**src/rtl/sprite_pkg.sv**
```systemverilog
// Shared types for the sprite character blocks: facing codes, latched
// command encoding, controller states and the sprite ROM address width.
package sprite_pkg;

  typedef enum logic [1:0] {
    F_UP    = 2'b00,
    F_DOWN  = 2'b01,
    F_LEFT  = 2'b10,
    F_RIGHT = 2'b11
  } facing_e;

  typedef enum logic [2:0] {
    NO_ACTION = 3'd0,
    ATTACK    = 3'd1,
    UP        = 3'd2,
    DOWN      = 3'd3,
    LEFT      = 3'd4,
    RIGHT     = 3'd5
  } cmd_e;

  typedef enum logic [2:0] {
    S_IDLE  = 3'd0,
    S_LATCH = 3'd1,
    S_APPLY = 3'd2,
    S_DRAW  = 3'd3,
    S_FLUSH = 3'd4
  } state_e;

  // Sheet holds four facing rows of (walk frames + attack frame) sprites.
  function automatic int rom_aw(input int spr_w, input int spr_h, input int anim_frames);
    return $clog2(spr_w * spr_h * 4 * (anim_frames + 1));
  endfunction

endpackage

```
**src/rtl/sprite_char_ctrl_if.sv**
```systemverilog
// Bundle of frame-control, command, collision, sprite ROM and VGA signals
// seen by one sprite character. master = surrounding system, slave = sprite.
interface sprite_char_ctrl_if
  import sprite_pkg::*;
#(
  parameter int X_W    = 9,
  parameter int Y_W    = 8,
  parameter int COL_W  = 6,
  parameter int ROM_AW = rom_aw(16, 16, 2)
);
  logic              init;
  logic              frame_start;
  logic              c_attack;
  logic              c_up;
  logic              c_down;
  logic              c_left;
  logic              c_right;
  logic [3:0]        collision;
  logic [X_W-1:0]    x_pos;
  logic [Y_W-1:0]    y_pos;
  logic [1:0]        facing;
  logic              attacking;
  logic [ROM_AW-1:0] rom_addr;
  logic [COL_W-1:0]  rom_data;
  logic [X_W-1:0]    x_draw;
  logic [Y_W-1:0]    y_draw;
  logic [COL_W-1:0]  colour;
  logic              vga_write;
  logic              busy;
  logic              done;

  modport master (
    output init, frame_start, c_attack, c_up, c_down, c_left, c_right,
           collision, rom_data,
    input  x_pos, y_pos, facing, attacking, rom_addr, x_draw, y_draw,
           colour, vga_write, busy, done
  );

  modport slave (
    input  init, frame_start, c_attack, c_up, c_down, c_left, c_right,
           collision, rom_data,
    output x_pos, y_pos, facing, attacking, rom_addr, x_draw, y_draw,
           colour, vga_write, busy, done
  );
endinterface

```
**src/rtl/sprite_raster_gen.sv**
```systemverilog
// Walks one sprite tile in raster order, addresses the sprite ROM and
// emits ROM-aligned VGA pixel writes with the transparent colour gated off.
module sprite_raster_gen
  import sprite_pkg::*;
#(
  parameter int SPR_W = 16,
  parameter int SPR_H = 16,
  parameter int X_W   = 9,
  parameter int Y_W   = 8,
  parameter int COL_W = 6,
  parameter int BW    = 2,
  parameter logic [COL_W-1:0] TRANSPARENT = 6'h3F,
  localparam int PXW  = $clog2(SPR_W),
  localparam int PYW  = $clog2(SPR_H),
  localparam int CW   = PXW + PYW,
  localparam int AW   = 2 + BW + CW
)(
  input  logic             clock,
  input  logic             resetn,
  input  logic             clear,
  input  logic             start,
  input  logic [X_W-1:0]   base_x,
  input  logic [Y_W-1:0]   base_y,
  input  logic [1:0]       row,
  input  logic [BW-1:0]    block,
  output logic [AW-1:0]    rom_addr,
  input  logic [COL_W-1:0] rom_data,
  output logic [X_W-1:0]   x_draw,
  output logic [Y_W-1:0]   y_draw,
  output logic [COL_W-1:0] colour,
  output logic             vga_write,
  output logic             last,
  output logic             done
);
  logic [CW-1:0]  cnt;
  logic [PXW-1:0] px;
  logic [PYW-1:0] py;
  logic           active;
  logic           vld;
  logic           flush_q;

  assign px       = cnt[PXW-1:0];
  assign py       = cnt[CW-1:PXW];
  assign rom_addr = {row, block, py, px};
  // Tile size is a power of two, so the final pixel is the all-ones count.
  assign last     = active && (&cnt);

  // rom_data arrives one cycle after rom_addr; coordinates are delayed to match.
  assign colour    = vld ? rom_data : '0;
  assign vga_write = vld && (rom_data != TRANSPARENT);

  // Pixel counter, alignment pipe and end-of-pass pulse.
  always_ff @(posedge clock or negedge resetn) begin
    if (!resetn) begin
      cnt     <= '0;
      active  <= 1'b0;
      vld     <= 1'b0;
      flush_q <= 1'b0;
      done    <= 1'b0;
      x_draw  <= '0;
      y_draw  <= '0;
    end else if (clear) begin
      cnt     <= '0;
      active  <= 1'b0;
      vld     <= 1'b0;
      flush_q <= 1'b0;
      done    <= 1'b0;
      x_draw  <= '0;
      y_draw  <= '0;
    end else begin
      vld     <= active;
      flush_q <= last;
      done    <= flush_q;
      if (active) begin
        x_draw <= base_x + X_W'(px);
        y_draw <= base_y + Y_W'(py);
      end
      if (start) begin
        active <= 1'b1;
        cnt    <= '0;
      end else if (active) begin
        cnt <= cnt + 1'b1;
        if (last) active <= 1'b0;
      end
    end
  end
endmodule

```
**src/rtl/sprite_char_ctrl.sv**
```systemverilog
// One movable sprite character: per frame latches a command, applies
// movement/attack with collision and screen bounds, then draws the sprite.
//
//   state   | meaning
//   S_IDLE  | waiting for frame_start
//   S_LATCH | capture highest-priority command
//   S_APPLY | update position, facing, animation and attack timer
//   S_DRAW  | stream sprite pixels from ROM to VGA
//   S_FLUSH | last aligned pixel leaves; done follows
module sprite_char_ctrl
  import sprite_pkg::*;
#(
  parameter int SPR_W       = 16,
  parameter int SPR_H       = 16,
  parameter int X_W         = 9,
  parameter int Y_W         = 8,
  parameter int COL_W       = 6,
  parameter int STEP        = 1,
  parameter int ANIM_FRAMES = 2,
  parameter int ANIM_DIV    = 8,
  parameter int ATK_FRAMES  = 12,
  parameter int START_X     = 127,
  parameter int START_Y     = 88,
  parameter int X_MAX       = 303,
  parameter int Y_MAX       = 223,
  parameter logic [COL_W-1:0] TRANSPARENT = 6'h3F
)(
  input logic               clock,
  input logic               resetn,
  sprite_char_ctrl_if.slave bus
);
  localparam int BW  = $clog2(ANIM_FRAMES + 1);
  localparam int AFW = (ANIM_FRAMES > 1) ? $clog2(ANIM_FRAMES) : 1;
  localparam int MCW = (ANIM_DIV > 1) ? $clog2(ANIM_DIV) : 1;
  localparam int ACW = (ATK_FRAMES > 1) ? $clog2(ATK_FRAMES) : 1;
  localparam int AW  = rom_aw(SPR_W, SPR_H, ANIM_FRAMES);

  localparam logic [X_W-1:0] X_START = X_W'(START_X);
  localparam logic [Y_W-1:0] Y_START = Y_W'(START_Y);
  localparam logic [X_W-1:0] X_STEP  = X_W'(STEP);
  localparam logic [Y_W-1:0] Y_STEP  = Y_W'(STEP);
  localparam logic [X_W:0]   X_STEP_E = (X_W+1)'(STEP);
  localparam logic [Y_W:0]   Y_STEP_E = (Y_W+1)'(STEP);
  localparam logic [X_W:0]   X_MAX_E = (X_W+1)'(X_MAX);
  localparam logic [Y_W:0]   Y_MAX_E = (Y_W+1)'(Y_MAX);
  localparam logic [X_W-1:0] X_MAX_T = X_W'(X_MAX);
  localparam logic [Y_W-1:0] Y_MAX_T = Y_W'(Y_MAX);

  state_e          state;
  cmd_e            cmd;
  cmd_e            cmd_sel;
  facing_e         facing_q;
  facing_e         dir;
  logic [X_W-1:0]  x_pos_q;
  logic [Y_W-1:0]  y_pos_q;
  logic            attacking_q;
  logic [ACW-1:0]  atk_cnt;
  logic [MCW-1:0]  move_cnt;
  logic [AFW-1:0]  anim_frame;
  logic            busy_q;
  logic [X_W-1:0]  x_next;
  logic [Y_W-1:0]  y_next;
  logic [X_W:0]    x_inc;
  logic [Y_W:0]    y_inc;
  logic            is_move;
  logic            blocked;
  logic            moved;
  logic [BW-1:0]   block;
  logic [AW-1:0]   rom_addr_w;
  logic            draw_last;

  assign x_inc = {1'b0, x_pos_q} + X_STEP_E;
  assign y_inc = {1'b0, y_pos_q} + Y_STEP_E;
  assign block = attacking_q ? BW'(ANIM_FRAMES) : BW'(anim_frame);

  // Command priority; a repeat attack falls through to the movement keys.
  always_comb begin
    cmd_sel = NO_ACTION;
    if (bus.c_attack && !attacking_q) cmd_sel = ATTACK;
    else if (bus.c_up)                cmd_sel = UP;
    else if (bus.c_down)              cmd_sel = DOWN;
    else if (bus.c_left)              cmd_sel = LEFT;
    else if (bus.c_right)             cmd_sel = RIGHT;
  end

  // Candidate position for the latched move, clamped to the screen.
  always_comb begin
    x_next  = x_pos_q;
    y_next  = y_pos_q;
    dir     = facing_q;
    is_move = 1'b0;
    blocked = 1'b1;
    case (cmd)
      UP: begin
        is_move = 1'b1;
        dir     = F_UP;
        blocked = bus.collision[0];
        y_next  = (y_pos_q >= Y_STEP) ? (y_pos_q - Y_STEP) : '0;
      end
      DOWN: begin
        is_move = 1'b1;
        dir     = F_DOWN;
        blocked = bus.collision[1];
        y_next  = (y_inc > Y_MAX_E) ? Y_MAX_T : y_inc[Y_W-1:0];
      end
      LEFT: begin
        is_move = 1'b1;
        dir     = F_LEFT;
        blocked = bus.collision[2];
        x_next  = (x_pos_q >= X_STEP) ? (x_pos_q - X_STEP) : '0;
      end
      RIGHT: begin
        is_move = 1'b1;
        dir     = F_RIGHT;
        blocked = bus.collision[3];
        x_next  = (x_inc > X_MAX_E) ? X_MAX_T : x_inc[X_W-1:0];
      end
      default: ;
    endcase
    moved = is_move && !blocked && ((x_next != x_pos_q) || (y_next != y_pos_q));
  end

  // Pass sequencing and character state update.
  always_ff @(posedge clock or negedge resetn) begin
    if (!resetn) begin
      state       <= S_IDLE;
      cmd         <= NO_ACTION;
      x_pos_q     <= X_START;
      y_pos_q     <= Y_START;
      facing_q    <= F_DOWN;
      attacking_q <= 1'b0;
      atk_cnt     <= '0;
      move_cnt    <= '0;
      anim_frame  <= '0;
      busy_q      <= 1'b0;
    end else if (bus.init) begin
      state       <= S_IDLE;
      cmd         <= NO_ACTION;
      x_pos_q     <= X_START;
      y_pos_q     <= Y_START;
      facing_q    <= F_DOWN;
      attacking_q <= 1'b0;
      atk_cnt     <= '0;
      move_cnt    <= '0;
      anim_frame  <= '0;
      busy_q      <= 1'b0;
    end else begin
      case (state)
        S_IDLE: begin
          if (bus.frame_start) begin
            state  <= S_LATCH;
            busy_q <= 1'b1;
          end
        end
        S_LATCH: begin
          cmd   <= cmd_sel;
          state <= S_APPLY;
        end
        S_APPLY: begin
          if (cmd == ATTACK) begin
            attacking_q <= 1'b1;
            atk_cnt     <= ACW'(ATK_FRAMES - 1);
          end else if (attacking_q) begin
            if (atk_cnt == '0) attacking_q <= 1'b0;
            else               atk_cnt     <= atk_cnt - 1'b1;
          end else if (is_move) begin
            facing_q <= dir;
            if (moved) begin
              x_pos_q <= x_next;
              y_pos_q <= y_next;
              if (move_cnt == MCW'(ANIM_DIV - 1)) begin
                move_cnt   <= '0;
                anim_frame <= (ANIM_FRAMES == 1) ? '0 : anim_frame + 1'b1;
              end else begin
                move_cnt <= move_cnt + 1'b1;
              end
            end
          end
          state <= S_DRAW;
        end
        S_DRAW: begin
          if (draw_last) state <= S_FLUSH;
        end
        S_FLUSH: begin
          state  <= S_IDLE;
          busy_q <= 1'b0;
        end
        default: begin
          state  <= S_IDLE;
          busy_q <= 1'b0;
        end
      endcase
    end
  end

  sprite_raster_gen #(
    .SPR_W       (SPR_W),
    .SPR_H       (SPR_H),
    .X_W         (X_W),
    .Y_W         (Y_W),
    .COL_W       (COL_W),
    .BW          (BW),
    .TRANSPARENT (TRANSPARENT)
  ) u_raster (
    .clock     (clock),
    .resetn    (resetn),
    .clear     (bus.init),
    .start     (state == S_APPLY),
    .base_x    (x_pos_q),
    .base_y    (y_pos_q),
    .row       (facing_q),
    .block     (block),
    .rom_addr  (rom_addr_w),
    .rom_data  (bus.rom_data),
    .x_draw    (bus.x_draw),
    .y_draw    (bus.y_draw),
    .colour    (bus.colour),
    .vga_write (bus.vga_write),
    .last      (draw_last),
    .done      (bus.done)
  );

  assign bus.rom_addr  = rom_addr_w;
  assign bus.x_pos     = x_pos_q;
  assign bus.y_pos     = y_pos_q;
  assign bus.facing    = facing_q;
  assign bus.attacking = attacking_q;
  assign bus.busy      = busy_q;
endmodule

```
**src/flat_wrapper.sv**
```systemverilog
// flat-port wrapper written by rule: the top's interface ports become plain ports
module sprite_char_ctrl_flat import sprite_pkg::*;
#(
  parameter int SPR_W       = 16,
  parameter int SPR_H       = 16,
  parameter int X_W         = 9,
  parameter int Y_W         = 8,
  parameter int COL_W       = 6,
  parameter int STEP        = 1,
  parameter int ANIM_FRAMES = 2,
  parameter int ANIM_DIV    = 8,
  parameter int ATK_FRAMES  = 12,
  parameter int START_X     = 127,
  parameter int START_Y     = 88,
  parameter int X_MAX       = 303,
  parameter int Y_MAX       = 223,
  parameter logic [COL_W-1:0] TRANSPARENT = 6'h3F
)
  (clock, resetn, bus_init, bus_frame_start, bus_c_attack, bus_c_up, bus_c_down, bus_c_left, bus_c_right, bus_collision, bus_rom_data, bus_x_pos, bus_y_pos, bus_facing, bus_attacking, bus_rom_addr, bus_x_draw, bus_y_draw, bus_colour, bus_vga_write, bus_busy, bus_done);
  sprite_char_ctrl_if #(.X_W(X_W), .Y_W(Y_W), .COL_W(COL_W)) bus_i ();
  input logic clock;
  input logic resetn;
  input wire logic [$bits(bus_i.init)-1:0] bus_init;
  input wire logic [$bits(bus_i.frame_start)-1:0] bus_frame_start;
  input wire logic [$bits(bus_i.c_attack)-1:0] bus_c_attack;
  input wire logic [$bits(bus_i.c_up)-1:0] bus_c_up;
  input wire logic [$bits(bus_i.c_down)-1:0] bus_c_down;
  input wire logic [$bits(bus_i.c_left)-1:0] bus_c_left;
  input wire logic [$bits(bus_i.c_right)-1:0] bus_c_right;
  input wire logic [$bits(bus_i.collision)-1:0] bus_collision;
  input wire logic [$bits(bus_i.rom_data)-1:0] bus_rom_data;
  output wire logic [$bits(bus_i.x_pos)-1:0] bus_x_pos;
  output wire logic [$bits(bus_i.y_pos)-1:0] bus_y_pos;
  output wire logic [$bits(bus_i.facing)-1:0] bus_facing;
  output wire logic [$bits(bus_i.attacking)-1:0] bus_attacking;
  output wire logic [$bits(bus_i.rom_addr)-1:0] bus_rom_addr;
  output wire logic [$bits(bus_i.x_draw)-1:0] bus_x_draw;
  output wire logic [$bits(bus_i.y_draw)-1:0] bus_y_draw;
  output wire logic [$bits(bus_i.colour)-1:0] bus_colour;
  output wire logic [$bits(bus_i.vga_write)-1:0] bus_vga_write;
  output wire logic [$bits(bus_i.busy)-1:0] bus_busy;
  output wire logic [$bits(bus_i.done)-1:0] bus_done;
  assign bus_i.init = bus_init;
  assign bus_i.frame_start = bus_frame_start;
  assign bus_i.c_attack = bus_c_attack;
  assign bus_i.c_up = bus_c_up;
  assign bus_i.c_down = bus_c_down;
  assign bus_i.c_left = bus_c_left;
  assign bus_i.c_right = bus_c_right;
  assign bus_i.collision = bus_collision;
  assign bus_i.rom_data = bus_rom_data;
  assign bus_x_pos = bus_i.x_pos;
  assign bus_y_pos = bus_i.y_pos;
  assign bus_facing = bus_i.facing;
  assign bus_attacking = bus_i.attacking;
  assign bus_rom_addr = bus_i.rom_addr;
  assign bus_x_draw = bus_i.x_draw;
  assign bus_y_draw = bus_i.y_draw;
  assign bus_colour = bus_i.colour;
  assign bus_vga_write = bus_i.vga_write;
  assign bus_busy = bus_i.busy;
  assign bus_done = bus_i.done;
  sprite_char_ctrl #(.SPR_W(SPR_W), .SPR_H(SPR_H), .X_W(X_W), .Y_W(Y_W), .COL_W(COL_W), .STEP(STEP), .ANIM_FRAMES(ANIM_FRAMES), .ANIM_DIV(ANIM_DIV), .ATK_FRAMES(ATK_FRAMES), .START_X(START_X), .START_Y(START_Y), .X_MAX(X_MAX), .Y_MAX(Y_MAX), .TRANSPARENT(TRANSPARENT)) u_core (.clock(clock), .resetn(resetn), .bus(bus_i));
endmodule
```
**config.mk**
```make
export PLATFORM = sky130hd
export DESIGN_NAME = sprite_char_ctrl_flat
export DESIGN_NICKNAME = d
export VERILOG_FILES = /design/src/rtl/sprite_pkg.sv /design/src/rtl/sprite_char_ctrl_if.sv /design/src/rtl/sprite_raster_gen.sv /design/src/rtl/sprite_char_ctrl.sv /design/src/flat_wrapper.sv
export SDC_FILE = /design/constraint.sdc
export NUM_CORES = 1
export LEC_CHECK = 0
export ABC_AREA = 1
export CELL_PAD_IN_SITES_DETAIL_PLACEMENT = 1
export CELL_PAD_IN_SITES_GLOBAL_PLACEMENT = 1
export CORE_ASPECT_RATIO = 1.25
export CORE_MARGIN = 2
export CORE_UTILIZATION = 35
export DETAILED_ROUTE_END_ITERATION = 16
export PLACE_DENSITY_LB_ADDON = 0.2
export SLEW_MARGIN = 5
export SYNTH_ARGS = -nofsm -noshare
export SYNTH_HDL_FRONTEND = slang
export SYNTH_SLANG_ARGS = --single-unit
```
**constraint.sdc**
```tcl
create_clock -name clock -period 2.5 [get_ports clock]
set_input_delay 0.25 -clock clock [delete_from_list [all_inputs] [get_ports clock]]
set_output_delay 0.25 -clock clock [all_outputs]
set_load 0.02 [all_outputs]
```
==> out/qor.json, run 1 <==
{
  "status": {
    "status": "finished with violations",
    "failing_checks": "setup timing"
  },
  "sta": {
    "clock.fmax_mhz": 352,
    "period_needed_ns": 2.84,
    "min_period_over_period_pct": 114,
    "setup-tns-final_ns": -6.11,
    "hold_viol": 0,
    "max_slew.worst_pin.slew_ns": 0.619,
    "finClkSkew_ns": 0.00863,
    "setup_slack_ns": -0.344,
    "final-max-slew-violation-count": 0,
    "setup_repair_after_global_routing_missed_its_margin": "yes",
    "max_slew_margin_pct": 58.7,
    "setup_viol": 21
  },
  "cts": {
    "clkTransAtPathRegs_ns": 0.06,
    "cts_sinks": 64,
    "clk-insertion-delay-late_ns": 0.34,
    "cts_root_buffer": "sky130_fd_sc_hd__clkbuf_16",
    "cts_tree": "yes",
    "ctsHtreeMaxLevel": 3,
    "cts.path.max_buffers": 2,
    "cts_inserted_buffers": 9
  },
  "grt": {
    "grt_start_max_net_pins": 34,
    "gr-total-overflow": 0,
    "number_of_global_route_vias_before_repair": 6263,
    "first_pass_grt_wire_length_um": 32500,
    "grt_use_total_pct": 26.9,
    "number_of_antenna_violations_at_the_first_check_in_global_routing": 0
  },
  "setup_path": {
    "timing_worst_setup_path_type": "reg2reg",
    "worst_setup_path_start_kind": "flop",
    "timing.rr.start": "u_core.bus.y_pos[4]",
    "cp_data_arrival_time_ns": 3.06,
    "critical_path.max_fanout": 4,
    "worst_path_most_repeated_cell": "sky130_fd_sc_hd__nand2_1",
    "timing.critical_path.depth": 19,
    "reg2reg_setup_slack_ns": -0.34,
    "worst_path_dominant_cell_family": "simple AND/OR/NAND/NOR gates",
    "worst_r2r_path_depth": 19,
    "timing.critical_path.cells": "nand2_1, o21ai_1, nand2_1, buf_4, nand2_1, nand2_1, nand3_1, o21ai_1, nand2_1, nand2_1, nor2_2, nand3_2, nor2_2, nand2_2, nand2_4, buf_6, clkinvlp_4, nor2_2, nor2_1",
    "critical_path.slowest_cell": "sky130_fd_sc_hd__dfstp_2",
    "worstSetupStartpoint": "u_core.bus.y_pos[4]",
    "max_stage_delay_ns": 0.60,
    "required_ns": 2.72,
    "timing.critical_path.to_type": "flop",
    "path_buf_inv": 3
  },
  "floorplan": {
    "floorplan.core_area_mm2": 0.0139,
    "die_y_um": 138,
    "dieArea_mm2": 0.0153,
    "initial_core_util_pct": 36.1,
    "std_cell_rows": 48,
    "floorplan.io_pins": 77,
    "die_width_um": 111
  },
  "route": {
    "drt_iter0_drc": 278,
    "routed_via_density": 5.32,
    "routed_wirelength_um": 20100,
    "num_vias": 5738,
    "wl_per_cell_um": 18.7,
    "drt-pass1-iter-count": 4,
    "drt.antenna.violating_nets": 0,
    "drt_drc_violations_left": 0
  },
  "pwr": {
    "vdd_ir_drop_max_mv": 0.472,
    "design_power_total_mw": 5.00,
    "power.static_leakage_nw": 3.50,
    "p_per_area_mw_per_mm2": 689
  },
  "min_path": {
    "hold_path_class": "in2async"
  },
  "layout": {
    "multiInputGateArea_mm2": 0.00318,
    "layout-drive-gt1-share_pct": 26.4,
    "register_area_mm2": 0.00162,
    "diodes": 0,
    "area_delta_synth_final_pct": 45.2,
    "mostFrequentLayoutCell": "sky130_fd_sc_hd__nand2_1",
    "layout.cells.most_common_list": "sky130_fd_sc_hd__nand2_1 (183), sky130_fd_sc_hd__buf_4 (108), sky130_fd_sc_hd__clkdlybuf4s50_1 (75), sky130_fd_sc_hd__inv_1 (71), sky130_fd_sc_hd__nor2_1 (61)",
    "nNetsFinal": 942,
    "layout.filler_cells": 1754
  },
  "place": {
    "buffer_ports.inserted": 76,
    "gp_congestion": 0.923,
    "dp_hpwl_um": 15100
  },
  "yosys": {
    "synth.lib_cells_used.distinct": 48,
    "ys_seq_area_share_pct": 32.3,
    "yosysTopAreaCell": "sky130_fd_sc_hd__dfrtp_1",
    "ys_warn_count": 0,
    "syn-num-nets": 766,
    "yosysTopAreaCellShare_pct": 26.5,
    "syn_inst": 723,
    "flip_flop_and_latch_count_after_synthesis": 64,
    "yosys-top-cells-area": "sky130_fd_sc_hd__dfrtp_1 (27%), sky130_fd_sc_hd__nand2_1 (15%), sky130_fd_sc_hd__nand3_1 (6.4%), sky130_fd_sc_hd__dfstp_2 (5.8%), sky130_fd_sc_hd__inv_1 (5.6%)",
    "post_synth.cell_area_avg_um2": 6.92,
    "mappedNetlistArea_mm2": 0.00500
  },
  "job": {
    "drv.max_cap_violation_count": 0
  }
}
area by class of cell:
| class | count | area share, % |
|---|---|---|
| multi-input cells | 551 | 43.7 |
| repair buffers | 190 | 22.6 |
| flip-flops and latches | 64 | 22.3 |
| inverters | 83 | 4.39 |
| clock buffers | 10 | 3.15 |
| well taps | 175 | 3.01 |
| clock inverters | 6 | 0.844 |
per-stage QoR:
step | instances | worst slack, ns | instance area, µm² | hold slack (ns) | utilization [%]
after global placement | 1052 | -0.324 | 6610 | 0.297 | 47.7
after floorplan | 723 | 0.0270 | 5020 | -0.0456 | -
after global routing | 1079 | -0.507 | 7260 | 0.501 | 52.4
after detailed placement | 1052 | -0.421 | 6610 | 0.295 | 47.7
after CTS | 1078 | -0.345 | 7150 | 0.471 | 51.6
final | 1079 | -0.344 | 7260 | 0.457 | 52.4
cell families (layout without fill, tap and decap cells):
group / count (synthesis) / after routing / synth area share [%]
and+or+nand+nor: 396 / 398 / 35.0
AOI/OAI and AO/OA: 118 / 118 / 14.6
buffers and inverters: 110 / 289 / 9.83
DFF: 64 / 64 / 32.3
adders and majority gates: 24 / 24 / 6.30
xor gates and xnor gates: 11 / 11 / 1.93
cells in the mapped netlist (all sizes together):
library cell  number
nor3              10
clkinv             2
dfstp             11
xor2              10
nand2            213
ha                22
nor2              84
nand3b             4
o21bai             2
a22oi              1
o31ai              2
buf               21
a22o               8
a211oi             2
o221ai             1
a32o               4
a31oi              6
xnor2              1
a221oi             1
o21a               3
nand4             11
fa                 2
o21ai             58
dfrtp             53
nor4               3
o22ai              2
inv               81
and2               2
a41oi              1
or2                1
clkbuf             6
nand3             68
a21oi             26
o2111ai            1
routing by layer:
layer / vias to the layer above / wire [µm] / GRT usage, %
met2: 127 / 11100 / 52.6
li1: 2717 / - / -
met4: 0 / 628 / 10.1
met1: 2849 / 7820 / 29.5
met5: - / 0 / 0
met3: 45 / 625 / 4.00
worst reg2reg max path, cell delays in order, from the launching register on:
cell,delay [ns]
sky130_fd_sc_hd__dfstp_2,0.60
sky130_fd_sc_hd__nand2_1,0.19
sky130_fd_sc_hd__o21ai_1,0.18
sky130_fd_sc_hd__nand2_1,0.08
sky130_fd_sc_hd__buf_4,0.13
sky130_fd_sc_hd__nand2_1,0.07
sky130_fd_sc_hd__nand2_1,0.06
sky130_fd_sc_hd__nand3_1,0.14
sky130_fd_sc_hd__o21ai_1,0.13
sky130_fd_sc_hd__nand2_1,0.08
sky130_fd_sc_hd__nand2_1,0.06
sky130_fd_sc_hd__nor2_2,0.15
sky130_fd_sc_hd__nand3_2,0.11
sky130_fd_sc_hd__nor2_2,0.13
sky130_fd_sc_hd__nand2_2,0.08
sky130_fd_sc_hd__nand2_4,0.09
sky130_fd_sc_hd__buf_6,0.11
sky130_fd_sc_hd__clkinvlp_4,0.16
sky130_fd_sc_hd__nor2_2,0.12
sky130_fd_sc_hd__nor2_1,0.06
worst paths after layout:
| path | end |
|---|---|
| worst min register to register | u_core.u_raster.done |
| worst min-delay path | u_core.bus.y_pos[2] |
| worst max-delay path | u_core.bus.x_pos[8] |
| min in group clock | u_core.u_raster.done |
| worst max register to register | u_core.bus.x_pos[8] |
| max in group asynchronous | u_core.bus.x_pos[5] |
repair_timing:
action	in CTS	in global routing
setup buffers	7	2
endpoints found under the hold margin	17	0
hold buffers	1	0
resized for setup	39	38
endpoints found under the setup margin	21	21
pin swaps	14	19
gates cloned	2	0
registers in the layout (all words and copies together) (netlist names):
| signal | count |
|---|---|
| u_core.state | 3 |
| u_core.bus.y_pos | 8 |
| u_core.u_raster.active | 1 |
| u_core.bus.attacking | 1 |
| u_core.u_raster.x_draw | 9 |
| u_core.atk_cnt | 4 |
| u_core.cmd | 3 |
| u_core.move_cnt | 3 |
| u_core.u_raster.done | 1 |
| u_core.bus.busy | 1 |
| u_core.u_raster.vld | 1 |
| u_core.anim_frame | 1 |
| u_core.bus.x_pos | 9 |
| u_core.u_raster.flush_q | 1 |
| u_core.bus.facing | 2 |
| u_core.u_raster.y_draw | 8 |
| u_core.u_raster.cnt | 8 |
power by group:
part	total (mW)	switching, mW	internal [mW]
clock	1.26	0.489	0.768
combinational	2.35	1.38	0.968
sequential	1.40	0.179	1.22
No activity file was read; power rests on OpenSTA's default activity.
==> run 2, diff against run 1 <==
HOLD_SLACK_MARGIN = 0.1   (was not set)
==> results of run 2 <==
The final DEF is identical to that of run 1; final timing and power are the same.
==> run 3, diff against run 2 <==
CORE_ASPECT_RATIO = 0.75   (was 1.25)
==> run 3 against run 2 <==
Against the previous run: the flow still finishes with violations (setup timing); clock-buffer cell count fell by 1; via count increased by 0.80%; first-iteration DRC count up 29%; die area about the same; critical path type unchanged; register-to-register slack worse by 0.07 ns; global-route usage decreased by 0.10 points; fmax down 2.2%; largest power group unchanged; clock skew barely moved; combinational power is essentially flat; sequential power hardly changed; sequential share of layout area down 0.42 points.
==> out/qor.json, run 3 (synthesis results as in run 1) <==
{
  "status": {
    "status": "finished with violations",
    "failing_checks": "setup timing"
  },
  "setup_path": {
    "required_ns": 2.75,
    "timing.rr.start": "u_core.bus.x_pos[1]",
    "worst_setup_path_start_kind": "flop",
    "timing_worst_setup_path_type": "reg2reg",
    "worst_setup_path_endpoint": "u_core.bus.x_pos[8]",
    "cp_data_arrival_time_ns": 3.16,
    "reg2reg_to": "u_core.bus.x_pos[8]",
    "reg2reg_setup_slack_ns": -0.41,
    "worst_r2r_path_depth": 17,
    "critical_path.max_fanout": 6,
    "timing.critical_path.to_type": "flop",
    "worstSetupStartpoint": "u_core.bus.x_pos[1]"
  },
  "sta": {
    "setup_repair_after_global_routing_missed_its_margin": "yes",
    "clock.fmax_mhz": 344,
    "setup_viol": 21,
    "hold_viol": 0,
    "max_slew_margin_pct": 57.0,
    "holdWs_ns": 0.462,
    "final-max-slew-violation-count": 0,
    "setup_slack_ns": -0.409,
    "finClkSkew_ns": 0.00849,
    "period_needed_ns": 2.91,
    "max_slew.worst_pin.slew_ns": 0.644,
    "min_period_over_period_pct": 116
  },
  "route": {
    "drt.antenna.violating_nets": 0,
    "num_vias": 5784,
    "drt_drc_violations_left": 0,
    "drt-pass1-iter-count": 5,
    "wl_per_cell_um": 19.4,
    "routed_wirelength_um": 21000,
    "routed_via_density": 5.34,
    "drt_iter0_drc": 359
  },
  "cts": {
    "cts_inserted_buffers": 9,
    "cts.path.max_buffers": 2,
    "cts_tree": "yes",
    "ctsHtreeMaxLevel": 3,
    "cts_sinks": 64,
    "clkTransAtPathRegs_ns": 0.06,
    "clk-insertion-delay-late_ns": 0.34,
    "cts_root_buffer": "sky130_fd_sc_hd__clkbuf_16"
  },
  "grt": {
    "first_pass_grt_wire_length_um": 31600,
    "grt_start_max_net_pins": 41,
    "gr-total-overflow": 0,
    "number_of_global_route_vias_before_repair": 5974,
    "grt_use_total_pct": 26.8,
    "number_of_antenna_violations_at_the_first_check_in_global_routing": 0
  },
  "pwr": {
    "power.static_leakage_nw": 3.55,
    "p_per_area_mw_per_mm2": 700,
    "design_power_total_mw": 5.18,
    "vdd_ir_drop_max_mv": 0.377
  },
  "layout": {
    "nNetsFinal": 946,
    "layout.cells.most_common_list": "sky130_fd_sc_hd__nand2_1 (183), sky130_fd_sc_hd__buf_4 (107), sky130_fd_sc_hd__clkdlybuf4s50_1 (75), sky130_fd_sc_hd__inv_1 (70), sky130_fd_sc_hd__nor2_1 (63)",
    "final_cell_area_mm2": 0.00741,
    "area_delta_synth_final_pct": 48.1,
    "mostFrequentLayoutCell": "sky130_fd_sc_hd__nand2_1",
    "fin_util_pct": 53.5,
    "layout-drive-gt1-share_pct": 27.1,
    "layout.filler_cells": 1723,
    "diodes": 0
  },
  "floorplan": {
    "die_y_um": 108,
    "initial_core_util_pct": 36.1,
    "die_width_um": 142,
    "std_cell_rows": 37,
    "floorplan.core_area_mm2": 0.0138,
    "floorplan.io_pins": 77,
    "dieArea_mm2": 0.0153
  },
  "place": {
    "buffer_ports.inserted": 76,
    "postPlaceCellArea_mm2": 0.00663,
    "gp_congestion": 0.959,
    "detailedPlace.worstSlack_ns": -0.338,
    "dp_hpwl_um": 15600
  },
  "min_path": {
    "hold_path_class": "in2async"
  },
  "job": {
    "drv.max_cap_violation_count": 0
  }
}
-- run 3: cell type report --
| cell class | instances | area, µm² | share of cell area (%) |
|---|---|---|---|
| clock buffer | 9 | 225 | 3.04 |
| clock inverter | 7 | 105 | 1.42 |
| inverter | 83 | 318 | 4.29 |
| multi-input combinational | 550 | 3180 | 43.0 |
| sequential | 64 | 1620 | 21.9 |
| tap | 175 | 219 | 2.96 |
| timing repair buffer | 195 | 1740 | 23.4 |
-- run 3: worst min-delay path by stage --
stage | startpoint | endpoint | slack [ns] | cells past startpoint
after CTS | resetn | u_core.state[0] | 0.48 | 2
after global routing | u_core.u_raster.flush_q | u_core.u_raster.done | 0.50 | 2
after floorplan | resetn | u_core.anim_frame | -0.05 | 0
after detailed placement | resetn | u_core.state[0] | 0.31 | 1
after global placement | resetn | u_core.bus.busy | 0.29 | 1
final | resetn | u_core.bus.busy | 0.46 | 2
-- run 3: per-stage QoR --
stage          cells  setup TNS, ns
6_report        1083          -7.22
5_1_grt         1083          -9.86
4_1_cts         1078          -3.70
3_5_place_dp    1051          -5.28
3_3_place_gp    1051          -2.04
2_1_floorplan    723              0
-- run 3: where the power goes --
| part | internal, mW | total (mW) | switching [mW] |
|---|---|---|---|
| Clock | 0.885 | 1.41 | 0.526 |
| Sequential | 1.22 | 1.40 | 0.187 |
| Combinational | 0.983 | 2.37 | 1.39 |
| Total | 3.08 | 5.18 | 2.10 |
-- run 3: what timing repair did --
item	in CTS	in global routing
pin swaps	6	23
hold endpoints to repair	24	0
endpoints found under the setup margin	21	22
setup buffers	10	5
cloned	0	1
gates resized for setup	17	63
hold buffers	1	0
-- run 3: critical path, cell delays in order (launching register included) --
cell	delay (ns)
sky130_fd_sc_hd__dfstp_2	0.40
sky130_fd_sc_hd__buf_4	0.14
sky130_fd_sc_hd__inv_1	0.14
sky130_fd_sc_hd__ha_1	0.22
sky130_fd_sc_hd__nand2_2	0.11
sky130_fd_sc_hd__nor3_2	0.23
sky130_fd_sc_hd__xor2_1	0.23
sky130_fd_sc_hd__nand3_1	0.19
sky130_fd_sc_hd__nand4_1	0.15
sky130_fd_sc_hd__nand2_1	0.07
sky130_fd_sc_hd__nor2_2	0.10
sky130_fd_sc_hd__nand3_2	0.09
sky130_fd_sc_hd__nor2_2	0.13
sky130_fd_sc_hd__nand2_2	0.08
sky130_fd_sc_hd__nand2_4	0.13
sky130_fd_sc_hd__buf_6	0.14
sky130_fd_sc_hd__o21ai_1	0.08
sky130_fd_sc_hd__nor2_2	0.18
-- run 3: routing by layer --
layer | up-vias | track usage [%] | share of wire, %
met1 | 2828 | 36.6 | 46
met3 | 44 | 4.85 | 5.7
met4 | 0 | 5.86 | 2.2
met5 | - | 0 | 0
li1 | 2739 | - | -
met2 | 173 | 44.5 | 46
